File: src/rtl/hx711_bin2bcd_pkg.sv
// rtl/hx711_bin2bcd_pkg.sv - shared constants and FSM encoding for the HX711 binary-to-BCD converter
package hx711_pkg;

  localparam int DATA_W  = 24;
  localparam int DIGITS  = 6;
  localparam int BCD_MAX = 999999;

  typedef enum logic [1:0] {
    S_IDLE,
    S_LOAD,
    S_CONVERT,
    S_DONE
  } state_t;

  // Largest value representable in the given number of BCD digits (10^digits - 1).
  function automatic longint bcd_max_of(input int digits);
    longint r;
    r = 1;
    for (int i = 0; i < digits; i++) begin
      r = r * 10;
    end
    return r - 1;
  endfunction

endpackage

File: src/rtl/hx711_bin2bcd_add3_shift.sv
// rtl/hx711_bin2bcd_add3_shift.sv - one shift-add-3 iteration over a packed BCD accumulator
module bcd_add3_shift #(
  parameter int DIGITS = hx711_pkg::DIGITS
) (
  input  logic [4*DIGITS-1:0] acc,
  input  logic                bit_in,
  output logic [4*DIGITS-1:0] acc_next
);

  localparam int BCD_W = 4 * DIGITS;

  logic [BCD_W-1:0] adj;

  // Pre-correct every digit that would reach 10+ after doubling, then shift the next binary bit in.
  always_comb begin
    adj = acc;
    for (int i = 0; i < DIGITS; i++) begin
      if (acc[4*i +: 4] >= 4'd5) begin
        adj[4*i +: 4] = acc[4*i +: 4] + 4'd3;
      end
    end
    acc_next = (adj << 1) | BCD_W'(bit_in);
  end

endmodule

File: src/rtl/hx711_bin2bcd.sv
// rtl/hx711_bin2bcd.sv - sequential signed 24-bit sample to 6-digit BCD converter with sign and overflow
module hx711_bin2bcd #(
  parameter int DATA_W = hx711_pkg::DATA_W,
  parameter int DIGITS = hx711_pkg::DIGITS,
  parameter int SHIFT  = 0
) (
  input  logic                clk,
  input  logic                rst,
  input  logic [DATA_W-1:0]   data_in,
  input  logic                data_valid,
  output logic [4*DIGITS-1:0] bcd_out,
  output logic                neg,
  output logic                overflow,
  output logic                busy,
  output logic                bcd_valid
);

  localparam int          BCD_W   = 4 * DIGITS;
  localparam int          CNT_W   = $clog2(DATA_W + 1);
  localparam logic [63:0] LIMIT64 = 64'(hx711_pkg::bcd_max_of(DIGITS));

  hx711_pkg::state_t state, state_next;

  logic [DATA_W-1:0] sample;
  logic [DATA_W-1:0] operand;
  logic [DATA_W-1:0] mag;
  logic [DATA_W-1:0] mag_s;
  logic [BCD_W-1:0]  acc;
  logic [BCD_W-1:0]  acc_next;
  logic [CNT_W-1:0]  cnt;
  logic              neg_pend;
  logic              ovf_pend;
  logic              too_big;
  logic              last_iter;

  // Magnitude of the captured sample; unsigned negate so the most negative code does not wrap.
  always_comb begin
    mag       = sample[DATA_W-1] ? (~sample + 1'b1) : sample;
    mag_s     = mag >> SHIFT;
    too_big   = (64'(mag_s) > LIMIT64);
    last_iter = (cnt == CNT_W'(DATA_W - 1));
  end

  bcd_add3_shift #(
    .DIGITS (DIGITS)
  ) u_add3_shift (
    .acc      (acc),
    .bit_in   (operand[DATA_W-1]),
    .acc_next (acc_next)
  );

  // State register.
  always_ff @(posedge clk) begin
    if (rst) begin
      state <= hx711_pkg::S_IDLE;
    end else begin
      state <= state_next;
    end
  end

  // Next-state decode; every non-idle state counts as busy so late samples are dropped.
  always_comb begin
    state_next = state;
    busy       = (state != hx711_pkg::S_IDLE);
    case (state)
      hx711_pkg::S_IDLE:    if (data_valid) state_next = hx711_pkg::S_LOAD;
      hx711_pkg::S_LOAD:    state_next = hx711_pkg::S_CONVERT;
      hx711_pkg::S_CONVERT: if (last_iter) state_next = hx711_pkg::S_DONE;
      hx711_pkg::S_DONE:    state_next = hx711_pkg::S_IDLE;
      default:              state_next = hx711_pkg::S_IDLE;
    endcase
  end

  // Datapath: capture, clip/load, iterate, then publish results together with the valid pulse.
  always_ff @(posedge clk) begin
    if (rst) begin
      sample    <= '0;
      operand   <= '0;
      acc       <= '0;
      cnt       <= '0;
      neg_pend  <= 1'b0;
      ovf_pend  <= 1'b0;
      bcd_out   <= '0;
      neg       <= 1'b0;
      overflow  <= 1'b0;
      bcd_valid <= 1'b0;
    end else begin
      bcd_valid <= 1'b0;
      case (state)
        hx711_pkg::S_IDLE: begin
          if (data_valid) sample <= data_in;
        end
        hx711_pkg::S_LOAD: begin
          neg_pend <= sample[DATA_W-1] && (mag_s != '0);
          ovf_pend <= too_big;
          operand  <= too_big ? DATA_W'(LIMIT64) : mag_s;
          acc      <= '0;
          cnt      <= '0;
        end
        hx711_pkg::S_CONVERT: begin
          acc     <= acc_next;
          operand <= operand << 1;
          cnt     <= cnt + 1'b1;
        end
        hx711_pkg::S_DONE: begin
          bcd_out   <= acc;
          neg       <= neg_pend;
          overflow  <= ovf_pend;
          bcd_valid <= 1'b1;
        end
        default: ;
      endcase
    end
  end

endmodule

File: config.mk
export PLATFORM = sky130hd
export DESIGN_NAME = hx711_bin2bcd
export DESIGN_NICKNAME = d
export VERILOG_FILES = /design/src/rtl/hx711_bin2bcd_pkg.sv /design/src/rtl/hx711_bin2bcd_add3_shift.sv /design/src/rtl/hx711_bin2bcd.sv
export SDC_FILE = /design/constraint.sdc
export NUM_CORES = 1
export LEC_CHECK = 0
export ABC_CLOCK_PERIOD_IN_PS = 6020
export CAP_MARGIN = 20
export CORE_MARGIN = 10
export CORE_UTILIZATION = 55
export DETAILED_ROUTE_END_ITERATION = 7
export GPL_ROUTABILITY_DRIVEN = 0
export GPL_TIMING_DRIVEN = 0
export PLACE_DENSITY = 0.77
export SLEW_MARGIN = 5
export SYNTH_ARGS = -nofsm -noshare
export SYNTH_HDL_FRONTEND = slang
export SYNTH_SLANG_ARGS = --single-unit
File: constraint.sdc
create_clock -name clk -period 6.02 [get_ports clk]
set_clock_uncertainty 0.05 [all_clocks]
set_input_delay 0.602 -clock clk [delete_from_list [all_inputs] [get_ports clk]]
set_output_delay 0.602 -clock clk [all_outputs]
set_load 0.02 [all_outputs]
==> summary.txt <==
Floorplan
  • Die W: 120 microns
  • CORE AREA: ~0.0098 sq mm
  • Die span in y: 120 microns
  • Rows: 36
  • Initial Utilization: 56.5%
  • Die area: approximately 0.014 sq mm
  • # IOs: 55

Clock network
  • Clk slew on worst S/H paths: 0.11 ns
  • Inserted Clock Buffers: 9
  • Setup Buffers After CTS: 0
  • H-tree depth: 3
  • TritonCTS clock tree: built
  • CTS resizes: 0
  • Clk Latency, worst-skew pair: 0.38 ns
  • Clock Path Buffers: 2
  • Root Buffer: clkbuf_8
  • Hold buffer count at CTS: 0
  • Clock sink count: 108

Drt
  • Final ANT Viol Nets: 0
  • DR pass1 iterations: 7
  • Per-cell routed wire length: roughly 16 microns
  • WL met2: 6.81 mm
  • DRC viols: 0
  • Drt total wl: 13.9 mm
  • Met3 wire len: 714 microns
  • 1st-iter DRT viols: 368
  • Via count: 4988
  • Vias per std cell: 5.74
  • Met1 WL: 6.05 mm
  • Top Metal Used: met4

Timing
  • Tmin final: 3.10 ns
  • Slew Limit Fails: 0
  • Highest clock rate: 0.322 GHz
  • Final hold violations: 0
  • Setup TNS: 0 ns
  • Unrepaired setup endpoints after global routing: false
  • Final Setup Violations: 0
  • Worst rel slew slack: 42.3%
  • Final period utilization: about 50%
  • WHS: 0.404 ns
  • Worst-margin pin slew: 0.862 ns

Synthesis
  • Cell with the most instances after synthesis: dfxtp_1
  • Post-Syn Instances: approximately 670
  • Area contributors post-synth: dfxtp_1 39%, nand2_1 5.6%, a21oi_1 5.3%
  • Yosys top cell area share: between 30% and 40%
  • Syn_nets: roughly 710
  • Sequential fraction of the synthesis area: 39.1%
  • Distinct cell type count of the synthesized netlist: between 60 and 70
  • Post-synthesis cell area: 0.00552 sq mm
  • Share of flip-flops with an asynchronous set or reset: 0%
  • Post-synth top area cell: dfxtp_1
  • YS warnings: 0
  • Top cells by count, synth: 108 x dfxtp_1, 82 x nand2_1, 75 x nor2_1, 58 x a21oi_1, 36 x clkbuf_1
  • Seq cells post-synth: about 110
  • Syn Area/Cell: 8.29 sq um
  • Ys flop type: dfxtp_1
  • Post-synth EDFFs: 0

Hold path
  • Worst hold path depth: 2
  • Worst min path class: reg -> reg

Cells and area
  • Multi-input logic area: 0.00310 sq mm
  • Post-Layout Cell Count: 869
  • Nets@finish: about 800
  • Final Cell Area: between 0.006 and 0.007 sq mm
  • Ant diodes: 0
  • Layout cells sized above 1: 5.57%
  • # fillers: 891
  • Synth-to-layout area growth: 16.7%
  • Storage element area: about 0.0022 sq mm

Pwr
  • Maximum vdd drop: 0.194 mV
  • Clock power share: between 15 and 20%
  • Int Pwr: ~1.4 mW
  • Net load switching power: ~1.1 mW
  • Sw Share: ~43%
  • Logic pwr share: 45.0%
  • Sequential Power Share: between 30 and 40%
  • Power per cell area: approximately 380 mW/mm^2
  • P_leak: 2.24 nW

GRT
  • Largest net degree at the start of global routing: 20
  • Gr ovfl total: 0
  • GRT Util Overall: 19.0%
  • Initial antenna violation count: 0
  • Vias in the first global route: 4936
  • First-pass GRT wire length: 23.5 mm

Critical path
  • WP depth: 9
  • Max Fanout on Critical Path: 10
  • R2R depth: 9
  • Critical Path, Cell by Cell: clkbuf_1 > nor3_1 > nand4_2 > or4_1 > nor4b_4 > o21ai_1 > or4_1 > nand3_1 > a21oi_1
  • Most frequent CP cell: or4_1
  • CP Capture Type: flop
  • Delay of the slowest cell on the worst path: 0.56 ns
  • Delay-heaviest family, CP: simple AND/OR/NAND/NOR gates
  • Critical path type: reg -> reg
  • Crit path launch type: flop
  • Worst Path Buf+Inv: 1
  • Worst EP arrival: about 3.3 ns
  • CP max stage cell: or4_1
  • Worst Path Required: 6.21 ns

Place
  • Port Buffers: between 50 and 60
  • Dpl cells: 853
  • Placed cell area: 0.00623 sq mm
  • DP Wirelength: 10.4 mm

Run
  • Max-cap violations: 0

Run status
  • Status: finished clean
cells in the final DEF, fill, tap and decap left out, types with 19 or more instances in the layout:
cell type and instances:
dfxtp_1 108, nand2_1 82, nor2_1 75, a21oi_1 58, clkdlybuf4s50_1 54, clkbuf_1 36
o21ai_0 29, mux2i_1 27, xor2_1 20, inv_1 19, ha_1 19
flip-flops by register name, indices dropped and copies added, names as in the netlist:
| register | flops |
|---|---|
| acc | 24 |
| bcd_out | 24 |
| bcd_valid | 1 |
| cnt | 5 |
| neg | 1 |
| neg_pend | 1 |
| operand | 24 |
| overflow | 1 |
| ovf_pend | 1 |
| sample | 24 |
| state | 2 |
final cells by class:
type / count / share of cell area [%]
flip-flops and latches: 108 / 33.5
plain buffers: 46 / 2.95
repair buffers: 54 / 8.38
clock inverters: 6 / 1.24
multi-input cells: 492 / 48.0
clock buffers: 10 / 2.13
inverters: 20 / 1.16
well taps: 133 / 2.58
path summary, 6_finish.rpt:
kind | startpoint | to | slack [ns]
worst max-delay path | sample[6]$_SDFFE_PP0P_ | neg_pend$_SDFFE_PP0N_ | 2.92
worst min register to register | operand[14]$_SDFFE_PP0P_ | operand[14]$_SDFFE_PP0P_ | 0.40
worst max register to register | sample[6]$_SDFFE_PP0P_ | neg_pend$_SDFFE_PP0N_ | 2.92
worst min-delay path | operand[14]$_SDFFE_PP0P_ | operand[14]$_SDFFE_PP0P_ | 0.40
power by group through the flow:
stage / combinational [mW] / sequential [mW] / clock [mW]
floorplan: 0.783 / 0.859 / 0
global placement: 1.04 / 0.870 / 0
detailed placement: 1.07 / 0.875 / 0
CTS: 1.08 / 0.858 / 0.484
global route: 1.21 / 0.870 / 0.510
finish: 1.09 / 0.860 / 0.478
logic make-up (layout without fill, tap and decap cells):
kind of cell,after synthesis,after routing,synth area share [%]
simple gates,252,252,22.5
compound gates,161,161,19.1
flops,108,108,39.1
buf+inv,66,136,4.80
xor+xnor,33,33,5.23
mux,27,27,4.89
fa+ha+maj,19,19,4.30
tightest hold or removal path, cell delays in order (launching register included):
cell and delay [ns]:
dfxtp_1 0.32, nand2_1 0.06, nand2_1 0.04
stage by stage:
stage / utilization, % / total power, mW / setup WS (ns)
3_5_place_dp: 63.7 / 1.95 / 2.98
4_1_cts: 66.0 / 2.42 / 2.95
5_1_grt: 66.0 / 2.59 / 2.73
3_3_place_gp: 63.7 / 1.91 / 2.99
6_report: 66.0 / 2.43 / 2.92
2_1_floorplan: - / 1.64 / 3.31
per-layer routing:
layer | vias up | global-route usage [%]
li1 | 2486 | -
met1 | 2316 | 22.1
met2 | 155 | 34.1
met3 | 31 | 3.07
met4 | 0 | 7.77
met5 | - | 0
(Power assumes the default switching activity.)
